<file path="src/rtl/stepgen_axi_pkg.sv">
// Purpose: shared constants and helpers for the TMC5130A step-generator AXI4-Lite register file.
// Latency: not applicable (constants and a combinational byte-merge helper only).
// Backpressure: not applicable.
package stepgen_axi_pkg;

  localparam logic [1:0] RESP_OKAY   = 2'b00;
  localparam logic [1:0] RESP_SLVERR = 2'b10;

  // Registers 0..NUM_RW_REGS-1 are writable; everything above is read-only or unmapped.
  localparam int NUM_RW_REGS = 4;

  // Word index = byte address [4:2].
  typedef enum logic [2:0] {
    REG_CTRL     = 3'd0,
    REG_XTARGET  = 3'd1,
    REG_VMAX     = 3'd2,
    REG_AMAX     = 3'd3,
    REG_XACTUAL  = 3'd4,
    REG_STATUS   = 3'd5,
    REG_ID       = 3'd6,
    REG_UNMAPPED = 3'd7
  } reg_idx_e;

  // Replace only the byte lanes whose strobe bit is set.
  function automatic logic [31:0] merge_wstrb(input logic [31:0] cur,
                                              input logic [31:0] data,
                                              input logic [3:0]  strb);
    logic [31:0] res;
    res = cur;
    for (int b = 0; b < 4; b++) begin
      if (strb[b]) res[b*8 +: 8] = data[b*8 +: 8];
    end
    return res;
  endfunction

endpackage

</file>
<file path="src/rtl/stepgen_axi_lite_regs.sv">
// Purpose: AXI4-Lite responder holding the step generator's CTRL/XTARGET/VMAX/AMAX registers plus RO XACTUAL/STATUS/ID.
// Latency: write executes one cycle after both AW and W are held (BVALID + pulse that cycle); read data one cycle after AR.
// Backpressure: AW/W each hold one beat and stall while full; B and R are held until BREADY/RREADY; one read outstanding.
//
// Ports:
//   ACLK, ARESET            clock, asynchronous active-high reset
//   S_AXI_AW*/W*/B*         write address / data / response channels
//   S_AXI_AR*/R*            read address / data channels
//   ctrl_o..amax_o          current RW register contents
//   reg_wr_pulse_o          one-cycle pulse per RW register on write execution
//   xactual_i, status_i     read-only position and status from the core
module stepgen_axi_lite_regs
  import stepgen_axi_pkg::*;
#(
  parameter int          C_S_AXI_DATA_WIDTH = 32,
  parameter int          C_S_AXI_ADDR_WIDTH = 5,
  parameter logic [31:0] C_ID_VALUE         = 32'h5130_0100
) (
  input  logic                            ACLK,
  input  logic                            ARESET,
  input  logic [C_S_AXI_ADDR_WIDTH-1:0]   S_AXI_AWADDR,
  input  logic [2:0]                      S_AXI_AWPROT,
  input  logic                            S_AXI_AWVALID,
  output logic                            S_AXI_AWREADY,
  input  logic [C_S_AXI_DATA_WIDTH-1:0]   S_AXI_WDATA,
  input  logic [C_S_AXI_DATA_WIDTH/8-1:0] S_AXI_WSTRB,
  input  logic                            S_AXI_WVALID,
  output logic                            S_AXI_WREADY,
  output logic [1:0]                      S_AXI_BRESP,
  output logic                            S_AXI_BVALID,
  input  logic                            S_AXI_BREADY,
  input  logic [C_S_AXI_ADDR_WIDTH-1:0]   S_AXI_ARADDR,
  input  logic [2:0]                      S_AXI_ARPROT,
  input  logic                            S_AXI_ARVALID,
  output logic                            S_AXI_ARREADY,
  output logic [C_S_AXI_DATA_WIDTH-1:0]   S_AXI_RDATA,
  output logic [1:0]                      S_AXI_RRESP,
  output logic                            S_AXI_RVALID,
  input  logic                            S_AXI_RREADY,
  output logic [31:0]                     ctrl_o,
  output logic [31:0]                     xtarget_o,
  output logic [31:0]                     vmax_o,
  output logic [31:0]                     amax_o,
  output logic [NUM_RW_REGS-1:0]          reg_wr_pulse_o,
  input  logic [31:0]                     xactual_i,
  input  logic [7:0]                      status_i
);

  // Protection bits and the byte offset inside a word carry no meaning here.
  logic unused_inputs;
  assign unused_inputs = &{1'b0, S_AXI_AWPROT, S_AXI_ARPROT,
                           S_AXI_AWADDR[1:0], S_AXI_ARADDR[1:0]};

  // ---------------------------------------------------------------- write path
  logic                   aw_held;
  logic [2:0]             aw_idx;
  logic                   w_held;
  logic [31:0]            w_data;
  logic [3:0]             w_strb;
  logic                   bvalid;
  logic [1:0]             bresp;
  logic [NUM_RW_REGS-1:0] pulse;
  logic [31:0]            ex_data;
  logic [3:0]             ex_strb;
  logic [31:0]            rw_q [NUM_RW_REGS];

  logic aw_hs;
  logic w_hs;
  logic exec;

  // Ready falls during reset without waiting for a clock edge.
  assign S_AXI_AWREADY = ~ARESET & ~aw_held;
  assign S_AXI_WREADY  = ~ARESET & ~w_held;
  assign aw_hs         = S_AXI_AWVALID & S_AXI_AWREADY;
  assign w_hs          = S_AXI_WVALID & S_AXI_WREADY;
  // A new write waits until the previous response has been taken.
  assign exec          = aw_held & w_held & ~bvalid;

  always_ff @(posedge ACLK or posedge ARESET) begin
    if (ARESET) begin
      aw_held <= 1'b0;
      aw_idx  <= '0;
      w_held  <= 1'b0;
      w_data  <= '0;
      w_strb  <= '0;
      bvalid  <= 1'b0;
      bresp   <= RESP_OKAY;
      pulse   <= '0;
      ex_data <= '0;
      ex_strb <= '0;
      for (int n = 0; n < NUM_RW_REGS; n++) rw_q[n] <= '0;
    end else begin
      // aw_hs needs an empty slot and exec a full one, so they never coincide.
      if (aw_hs) begin
        aw_held <= 1'b1;
        aw_idx  <= S_AXI_AWADDR[4:2];
      end else if (exec) begin
        aw_held <= 1'b0;
      end

      if (w_hs) begin
        w_held <= 1'b1;
        w_data <= S_AXI_WDATA;
        w_strb <= S_AXI_WSTRB;
      end else if (exec) begin
        w_held <= 1'b0;
      end

      if (exec) begin
        bvalid  <= 1'b1;
        bresp   <= (aw_idx < 3'(NUM_RW_REGS)) ? RESP_OKAY : RESP_SLVERR;
        ex_data <= w_data;
        ex_strb <= w_strb;
      end else if (bvalid && S_AXI_BREADY) begin
        bvalid <= 1'b0;
      end

      for (int n = 0; n < NUM_RW_REGS; n++) begin
        pulse[n] <= exec && (aw_idx == 3'(n));
      end

      // The pulse cycle is the execution cycle; the new value lands at its end,
      // so a read accepted in that same cycle still sees the old contents.
      for (int n = 0; n < NUM_RW_REGS; n++) begin
        if (pulse[n]) rw_q[n] <= merge_wstrb(rw_q[n], ex_data, ex_strb);
      end
    end
  end

  assign S_AXI_BVALID   = bvalid;
  assign S_AXI_BRESP    = bresp;
  assign reg_wr_pulse_o = pulse;
  assign ctrl_o         = rw_q[REG_CTRL];
  assign xtarget_o      = rw_q[REG_XTARGET];
  assign vmax_o         = rw_q[REG_VMAX];
  assign amax_o         = rw_q[REG_AMAX];

  // ----------------------------------------------------------------- read path
  reg_idx_e    ar_idx;
  logic [31:0] rd_data;
  logic [1:0]  rd_resp;
  logic        rvalid;
  logic [31:0] rdata;
  logic [1:0]  rresp;
  logic        ar_hs;

  assign ar_idx        = reg_idx_e'(S_AXI_ARADDR[4:2]);
  assign S_AXI_ARREADY = ~ARESET & ~rvalid;
  assign ar_hs         = S_AXI_ARVALID & S_AXI_ARREADY;

  always_comb begin
    rd_data = '0;
    rd_resp = RESP_OKAY;
    case (ar_idx)
      REG_CTRL:    rd_data = rw_q[REG_CTRL];
      REG_XTARGET: rd_data = rw_q[REG_XTARGET];
      REG_VMAX:    rd_data = rw_q[REG_VMAX];
      REG_AMAX:    rd_data = rw_q[REG_AMAX];
      REG_XACTUAL: rd_data = xactual_i;
      REG_STATUS:  rd_data = {24'b0, status_i};
      REG_ID:      rd_data = C_ID_VALUE;
      default:     rd_resp = RESP_SLVERR;
    endcase
  end

  always_ff @(posedge ACLK or posedge ARESET) begin
    if (ARESET) begin
      rvalid <= 1'b0;
      rdata  <= '0;
      rresp  <= RESP_OKAY;
    end else if (ar_hs) begin
      rvalid <= 1'b1;
      rdata  <= rd_data;
      rresp  <= rd_resp;
    end else if (rvalid && S_AXI_RREADY) begin
      rvalid <= 1'b0;
    end
  end

  assign S_AXI_RVALID = rvalid;
  assign S_AXI_RDATA  = rdata;
  assign S_AXI_RRESP  = rresp;

endmodule

</file>
<file path="config.mk">
export PLATFORM = sky130hd
export DESIGN_NAME = stepgen_axi_lite_regs
export DESIGN_NICKNAME = d
export VERILOG_FILES = /design/src/rtl/stepgen_axi_pkg.sv /design/src/rtl/stepgen_axi_lite_regs.sv
export SDC_FILE = /design/constraint.sdc
export NUM_CORES = 1
export LEC_CHECK = 0
export BUFFER_PORTS_ARGS = -buffer_cell sky130_fd_sc_hd__clkbuf_2
export CORE_ASPECT_RATIO = 0.75
export CORE_MARGIN = 5
export CORE_UTILIZATION = 50
export CTS_CLUSTER_DIAMETER = 80
export DETAILED_ROUTE_END_ITERATION = 12
export PLACE_DENSITY_LB_ADDON = 0.3
export SLEW_MARGIN = 20
export SYNTH_ARGS = -nofsm -noshare
export SYNTH_HDL_FRONTEND = slang
export SYNTH_SLANG_ARGS = --single-unit
</file>
<file path="constraint.sdc">
create_clock -name ACLK -period 19 [get_ports ACLK]
set_input_delay 0.95 -clock ACLK [delete_from_list [all_inputs] [get_ports ACLK]]
set_output_delay 0.95 -clock ACLK [all_outputs]
set_load 0.1 [all_outputs]
</file>
# Yosys cells after proc, flatten, opt, wreduce, memory -nomap -nowiden

Index checks and enable logic that the tools add are counted.

Bits in registers: 247
Bits of input ports: 99
Output and inout bits: 173
Logic and storage cells: 91

Magnitude comparators: 1
Equality and inequality tests: 9
Muxes and demuxes: 10
Bitwise gates (word level): 13
Reductions and logical operators: 29

Operators with widths:

| kind                                                | count |
|---|---|
| case mux 32 bit (7 select lines)                    | 1 |
| AND reduction 2 bit                                 | 16 |
| equality test 3 x 2 -> 1 bit, second input constant | 4 |
| equality test 3 bit, second input constant          | 3 |
| AND 1 bit                                           | 8 |
| nonzero test 2 bit                                  | 4 |
| two-way mux 1 bit                                   | 7 |
| OR reduction 7 bit                                  | 1 |
| equality test 3 x 1 -> 1 bit, second input constant | 2 |
| logical AND 1 bit                                   | 6 |
| zero test 3 bit                                     | 2 |
| NOT 1 bit                                           | 5 |
| two-way mux 2 bit                                   | 2 |
| less-than comparator 3 bit, second input constant   | 1 |

# Longest topological paths before layout

Gate-level depths: netlist of run 1.

Word-level depth: 4
Gate-level depth with buffers: 7
Mapped depth without buffers: 4

# Worst setup path before layout of run 1

No wires, ideal clock.

Kind: in2reg
Start point: input ARESET
End point: register w_data[10]
Library setup time: 125 ps
Data arrival time: 3,234 ps
Setup slack: 15,641 ps
Stages: 5
Path buffers: 2
Path through: nor2_1 > and2_1 > buf_2 > buf_2 > mux2_2

Word-level cells in the longest chain between the ends: 3

Ends and longest elaborated chain:

| item                   | RTL line                     | RTL |
|---|---|---|
| start: declaration     | stepgen_axi_lite_regs.sv:20  | `input logic ARESET,` |
| NOT 1 bit              | stepgen_axi_lite_regs.sv:73  | `assign S_AXI_WREADY = ~ARESET & ~w_held;` |
| AND 1 bit              | stepgen_axi_lite_regs.sv:73  |  |
| AND 1 bit              | stepgen_axi_lite_regs.sv:75  | `assign w_hs = S_AXI_WVALID & S_AXI_WREADY;` |
| end signal: assignment | stepgen_axi_lite_regs.sv:84  | `w_data <= '0;` |
| end signal: assignment | stepgen_axi_lite_regs.sv:103 | `w_data <= S_AXI_WDATA;` |
| end: declaration       | stepgen_axi_lite_regs.sv:58  | `logic [31:0] w_data;` |

No other way between the ends.
A chain may end at the register's enable or synchronous reset.

==> flow_metrics.env, run 1 <==
export IMPL_status="finished, final reports clean"
export IMPL_die_h_um=134.3
export IMPL_timing_hold_violations_final=0
export IMPL_critPathLaunchType="primary input"
export IMPL_ctsResizeCount=0
export IMPL_routed_wirelength_um=27210
export IMPL_cap_viol_max_count=0
export IMPL_ant_nets=0
export IMPL_hp_class="flop to flop"
export IMPL_synth_top_area_cell="dfrtp_1"
export IMPL_num_vias=6922
export IMPL_fin_setup_tns_ps=0
export IMPL_finClkSkew_ps=10.54
export IMPL_reg2reg_from="S_AXI_RVALID"
export IMPL_gp_congestion=0.7798
export IMPL_synth_top_flop_cell="dfrtp_1"
export IMPL_preCtsSetupSlack_ps=15460
export IMPL_synthCells=702
export IMPL_yosys_top_cells_area="dfrtp_1 (60%), mux2_2 (23%), mux4_2 (3.9%)"
export IMPL_rsz0062_at_grt="false"
export IMPL_yosysMostFrequentCell="dfrtp_1"
export IMPL_antenna_found_initial=0
export IMPL_rows=45
export IMPL_avgRoutedWirePerCell_um=22.18
export IMPL_yosys_warnings=0
export IMPL_tritoncts="yes"
export IMPL_ys_ff_latch=245
export IMPL_grt_usage=0.2285
export IMPL_htree_num_levels=1
export IMPL_start_util=0.5083
export IMPL_syn_to_final_growth_pct=21.97
export IMPL_period_minus_slack_ps=2863
export IMPL_ys_seq_area_frac=0.5951
export IMPL_fp_coreArea_mm2=0.02027
export IMPL_ys_types=39
export IMPL_pin_count=272
export IMPL_clock_fmax_mhz=349.2
export IMPL_io_buffers=259
export IMPL_hpwl_um=18220
export IMPL_post_route_period_util=0.1507
export IMPL_cts_root_buf="clkbuf_16"
export IMPL_setup_viol=0
export IMPL_r2r_end="S_AXI_RDATA[29]"
export IMPL_hold_slack_ps=482.6
export IMPL_timing_final_max_slew_violations=0
export IMPL_vias_per_cell=5.641
export IMPL_crit_arrival_ps=3390
export IMPL_cp_endpoint="w_data[20]"
export IMPL_min_from="S_AXI_RDATA[8]"
export IMPL_syn_area_mm2=0.01030
export IMPL_ff2ff_path_depth=5
export IMPL_dr_first_iter_drc_count=512
export IMPL_synthArstFlopShare=1.000
export IMPL_worst_slew_pin_slew_ps=1133
export IMPL_slew_headroom=0.2423
export IMPL_hold_buffers=0
export IMPL_worst_setup_path_end_kind="async pin"
export IMPL_syn_avg_cell_area_um2=14.68
export IMPL_cts_setup_buffers=0
export IMPL_post_route_cell_area_mm2=0.01257
export IMPL_clkLatencyLatePin_ps=500
export IMPL_cts_made_buffers=24
export IMPL_grt_overflow=0
export IMPL_cts_buffer_depth=3
export IMPL_path_class="primary input to async pin"
export IMPL_required_ps=19520
export IMPL_finalNetCount=1055
export IMPL_firstDrtPassIters=5
export IMPL_critPathMaxFanout=106
export IMPL_dpl_cell_area_mm2=0.01179
export IMPL_yosysTopAreaCellShare=0.5951
export IMPL_cp_startpoint="ARESET"
export IMPL_reg2reg_slack_ps=16480
export IMPL_drive_above_1_share=0.5552
export IMPL_worst_slack_ps=16140
export IMPL_drcViolationCount=0
export IMPL_n_antenna_cell=0
export IMPL_synth_common_cells="dfrtp_1 (245), mux2_2 (214), nand2_1 (57)"
export IMPL_die_area_mm2=0.02361
export IMPL_grt_max_degree=107
export IMPL_cts_reportedPaths_clkPinSlew_ps=60
export IMPL_grt_pass1_vias=6948
export IMPL_dieWidth_um=175.8
export IMPL_grt_pass1_wl_um=41820
export IMPL_clock_sinks=245
export IMPL_synth_edf_count=0
-- cell type report --
cell class,instances,area [um^2]
Fill cell,1595,7704
Sequential cell,245,6131
Multi-Input combinational cell,413,3958
Timing Repair Buffer,266,1351
Clock buffer,35,703.2
Tap cell,258,322.8
Clock inverter,4,70.07
Inverter,6,30.03
-- cells by family (layout without fill, tap and decap cells) --
| group | Yosys count | after routing | synth area share |
|---|---|---|---|
| multiplexers | 249 | 249 | 0.2898 |
| buffers and inverters | 45 | 311 | 0.02198 |
| other | 1 | 2 | 0.0003640 |
| flip-flops | 245 | 245 | 0.5951 |
| AND/OR/NAND/NOR | 93 | 93 | 0.04336 |
| AO/OA/AOI/OAI | 69 | 69 | 0.04943 |
-- flip-flops by register name, summed over array words and instances (netlist names), 3 cells and up --
register and count:
amax_o 32, xtarget_o 32, reg_wr_pulse_o 4, ctrl_o 32, ex_strb 4, S_AXI_RDATA 32
aw_idx 3, w_strb 4, w_data 32, vmax_o 32, ex_data 32
-- metrics by stage --
stage / instances / utilization
after floorplan: 703 / -
after global placement: 1188 / 0.5818
after detailed placement: 1188 / 0.5818
after CTS: 1227 / 0.6199
after global routing: 1227 / 0.6199
final: 1227 / 0.6199
-- layout by cell type, fill, tap and decap left out, types with 6 or more instances in the layout --
cell / instances
dfrtp_1: 245
a22oi_1: 23
nand2_1: 57
mux2i_1: 17
clkbuf_1: 6
clkbuf_16: 25
o21ai_0: 7
clkbuf_2: 258
o22ai_1: 7
mux4_2: 18
buf_4: 8
mux2_2: 214
-- worst min-delay path by stage --
| stage | to | slack (ps) | cells past startpoint |
|---|---|---|---|
| after floorplan | reg_wr_pulse_o[2] | 460 | 1 |
| after global placement | S_AXI_RDATA[28] | 460 | 2 |
| after detailed placement | S_AXI_RDATA[8] | 470 | 2 |
| after CTS | S_AXI_RDATA[8] | 490 | 2 |
| after global routing | w_data[11] | 520 | 1 |
| final | S_AXI_RDATA[8] | 480 | 2 |
-- routing by layer --
| layer | vias to the layer above | part of all wire | track usage |
|---|---|---|---|
| met1 | 3573 | 0.47 | 0.3506 |
| met5 | - | 0 | 0 |
| li1 | 3072 | - | - |
| met3 | 28 | 0.067 | 0.04846 |
| met4 | 0 | 0.014 | 0.03680 |
| met2 | 249 | 0.45 | 0.3445 |
-- critical path, cell delays in order --
cell and delay (ps):
clkbuf_2 160, inv_8 540, buf_4 860, buf_4 780
Power of run 1 is not shown: default switching activity piles up to over one toggle a cycle in this logic, so the estimate is an artifact.
==> inputs of run 2 (changes only) <==
Settings changed: ABC_AREA set to 1.
Clock period 19 ns to 2.8 ns, I/O delays scaled along.
==> run 2 against run 1 <==
  * Flip-flop and latch count unchanged
  * Highest routed layer unchanged
  * Clock skew up 4.4 ps
  * Die area up 2.5%
  * Hold slack worse by 460 ps
  * Final cell count up 45%
  * Area after synthesis up 2.7%
  * Core utilization up 2.0 points
  * Critical path depth up 6
  * Via count up 38%
  * Global-route usage up 4.6 points
  * Clock-buffer cell count up 2
  * Synthesized cell count up 71%
==> flow_metrics.env, run 2 <==
export IMPL_status="finished, final reports clean"
export IMPL_gp_congestion=0.8684
export IMPL_synth_top_flop_cell="dfrtp_1"
export IMPL_num_vias=9572
export IMPL_syn_area_mm2=0.01058
export IMPL_grt_pass1_wl_um=51850
export IMPL_dp_cells=1690
export IMPL_routed_wirelength_um=33860
export IMPL_required_ps=3250
export IMPL_finalNetCount=1575
export IMPL_grt_max_degree=97
export IMPL_drcViolationCount=0
export IMPL_drive_above_1_share=0.2277
export IMPL_cts_made_buffers=25
export IMPL_regArea_mm2=0.006131
export IMPL_fp_coreArea_mm2=0.02101
export IMPL_yosysMostFrequentCell="nand2_1"
export IMPL_ctsResizeCount=0
export IMPL_ant_nets=0
export IMPL_io_buffers=259
export IMPL_critical_path_max_stage_delay_ps=790
export IMPL_worst_slew_pin_slew_ps=1014
export IMPL_path_class="primary input to flop"
export IMPL_hold_buffers=47
export IMPL_clock_sinks=245
export IMPL_clkLatencyLatePin_ps=510
export IMPL_pin_count=272
export IMPL_layout_common_cells="nand2_1 (414), clkbuf_2 (259), dfrtp_1 (245)"
export IMPL_yosys_warnings=0
export IMPL_n_fill_cell=1810
export IMPL_grt_pass1_vias=9020
export IMPL_die_area_mm2=0.02420
export IMPL_rsz0062_at_grt="false"
export IMPL_final_common_cell="nand2_1"
export IMPL_clock_fmax_mhz=489.5
export IMPL_synth_top_area_cell="dfrtp_1"
export IMPL_worst_setup_path_end_kind="flop"
export IMPL_synthArstFlopShare=1.000
export IMPL_stdcell_count=1781
export IMPL_synth_common_cells="nand2_1 (414), dfrtp_1 (245), o21ai_0 (157)"
export IMPL_yosysTopAreaCellShare=0.5793
export IMPL_vias_per_cell=5.375
export IMPL_synth_edf_count=0
export IMPL_tritoncts="yes"
export IMPL_firstDrtPassIters=5
export IMPL_critPathLaunchType="primary input"
export IMPL_cts_buffer_depth=3
export IMPL_start_util=0.5038
export IMPL_cts_reportedPaths_clkPinSlew_ps=60
export IMPL_grt_overflow=0
export IMPL_crit_arrival_ps=2490
export IMPL_antenna_found_initial=0
export IMPL_crit_chain="dlygate4sd3_1 -> clkbuf_2 -> nor2_4 -> buf_4 -> nand3_1 -> nand2_1 -> nor2_1 -> nand2_1 -> nand2_1 -> nand2_1"
export IMPL_avgRoutedWirePerCell_um=19.01
export IMPL_syn_avg_cell_area_um2=8.841
export IMPL_finClkSkew_ps=14.98
export IMPL_timing_final_max_slew_violations=0
export IMPL_critPathMaxFanout=39
export IMPL_dr_first_iter_drc_count=919
export IMPL_cts_setup_buffers=0
export IMPL_timing_hold_violations_final=0
export IMPL_crit_path_frequent_cell="nand2_1"
export IMPL_syn_to_final_growth_pct=27.00
export IMPL_period_minus_slack_ps=2043
export IMPL_fin_util=0.6398
export IMPL_yosys_top_cells_area="dfrtp_1 (58%), nand2_1 (15%), o21ai_0 (7.4%)"
export IMPL_synthCells=1197
export IMPL_die_h_um=136.0
export IMPL_multiInputGateArea_mm2=0.003901
export IMPL_grt_usage=0.2741
export IMPL_rows=46
export IMPL_cap_viol_max_count=0
export IMPL_ys_types=22
export IMPL_setup_viol=0
export IMPL_dieWidth_um=178.0
export IMPL_post_route_period_util=0.7296
export IMPL_cts_root_buf="clkbuf_16"
export IMPL_critPathSlowestCell="nor2_4"
export IMPL_fin_setup_tns_ps=0
export IMPL_ys_ff_latch=245
export IMPL_hp_class="primary input to flop"
export IMPL_hpwl_um=23620
export IMPL_htree_num_levels=1
export IMPL_slew_headroom=0.3226
export IMPL_n_antenna_cell=0
export IMPL_ys_seq_area_frac=0.5793
[run 2: stage by stage]
| stage | cell area, um^2 | setup slack [ps] | hold WS, ps |
|---|---|---|---|
| 5_1_grt | 13440 | 618.8 | 40.29 |
| 3_5_place_dp | 12140 | 788.8 | 248.5 |
| 4_1_cts | 13440 | 770.1 | 4.485 |
| 3_3_place_gp | 12140 | 771.4 | 239.7 |
| 2_1_floorplan | 10590 | -557.8 | 236.4 |
| 6_report | 13440 | 757.2 | 27.31 |
[run 2: cell type report]
class                           instances  share of cell area
Inverter                               56             0.01601
Tap cell                              288             0.02681
Multi-Input combinational cell        819              0.2903
Timing Repair Buffer                  329              0.1489
Sequential cell                       245              0.4562
Clock inverter                          7            0.008192
Clock buffer                           37             0.05362
[run 2: kinds of logic (layout without fill, tap and decap cells)]
family,Yosys count,in the layout,share of synthesized area
and+or+nand+nor,612,612,0.2486
DFF,245,245,0.5793
AOI/OAI and AO/OA,168,168,0.07969
buffers and inverters,134,429,0.05261
muxes,37,37,0.03937
other,1,2,0.0003544
[run 2: worst max-delay path: cells and delay by family]
family                 cells  cell delay, ps
buffers and inverters      3            1120
and+or+nand+nor            7            1220
[run 2: path summary, 6_finish.rpt]
check                           slack [ps]  depth (start not counted)            start           endpoint
worst min register to register         460                          1        aw_idx[1]  reg_wr_pulse_o[1]
worst min-delay path                    30                          5     xactual_i[2]     S_AXI_RDATA[2]
min in group asynchronous              310                          3           ARESET         ex_strb[2]
max in group asynchronous             1730                          4           ARESET         vmax_o[12]
worst max-delay path                   760                         10  S_AXI_ARADDR[3]     S_AXI_RDATA[7]
worst max register to register         860                          6     S_AXI_BVALID         ex_data[5]
[run 2: per-layer routing]
layer	up-vias	GRT usage	wire length (um)
met5	-	0	0
met4	0	0.06956	934
met3	61	0.07701	3505
met2	463	0.3876	14080
met1	4514	0.4171	15350
li1	4534	-	-
Power of run 2 is left out for the same reason.
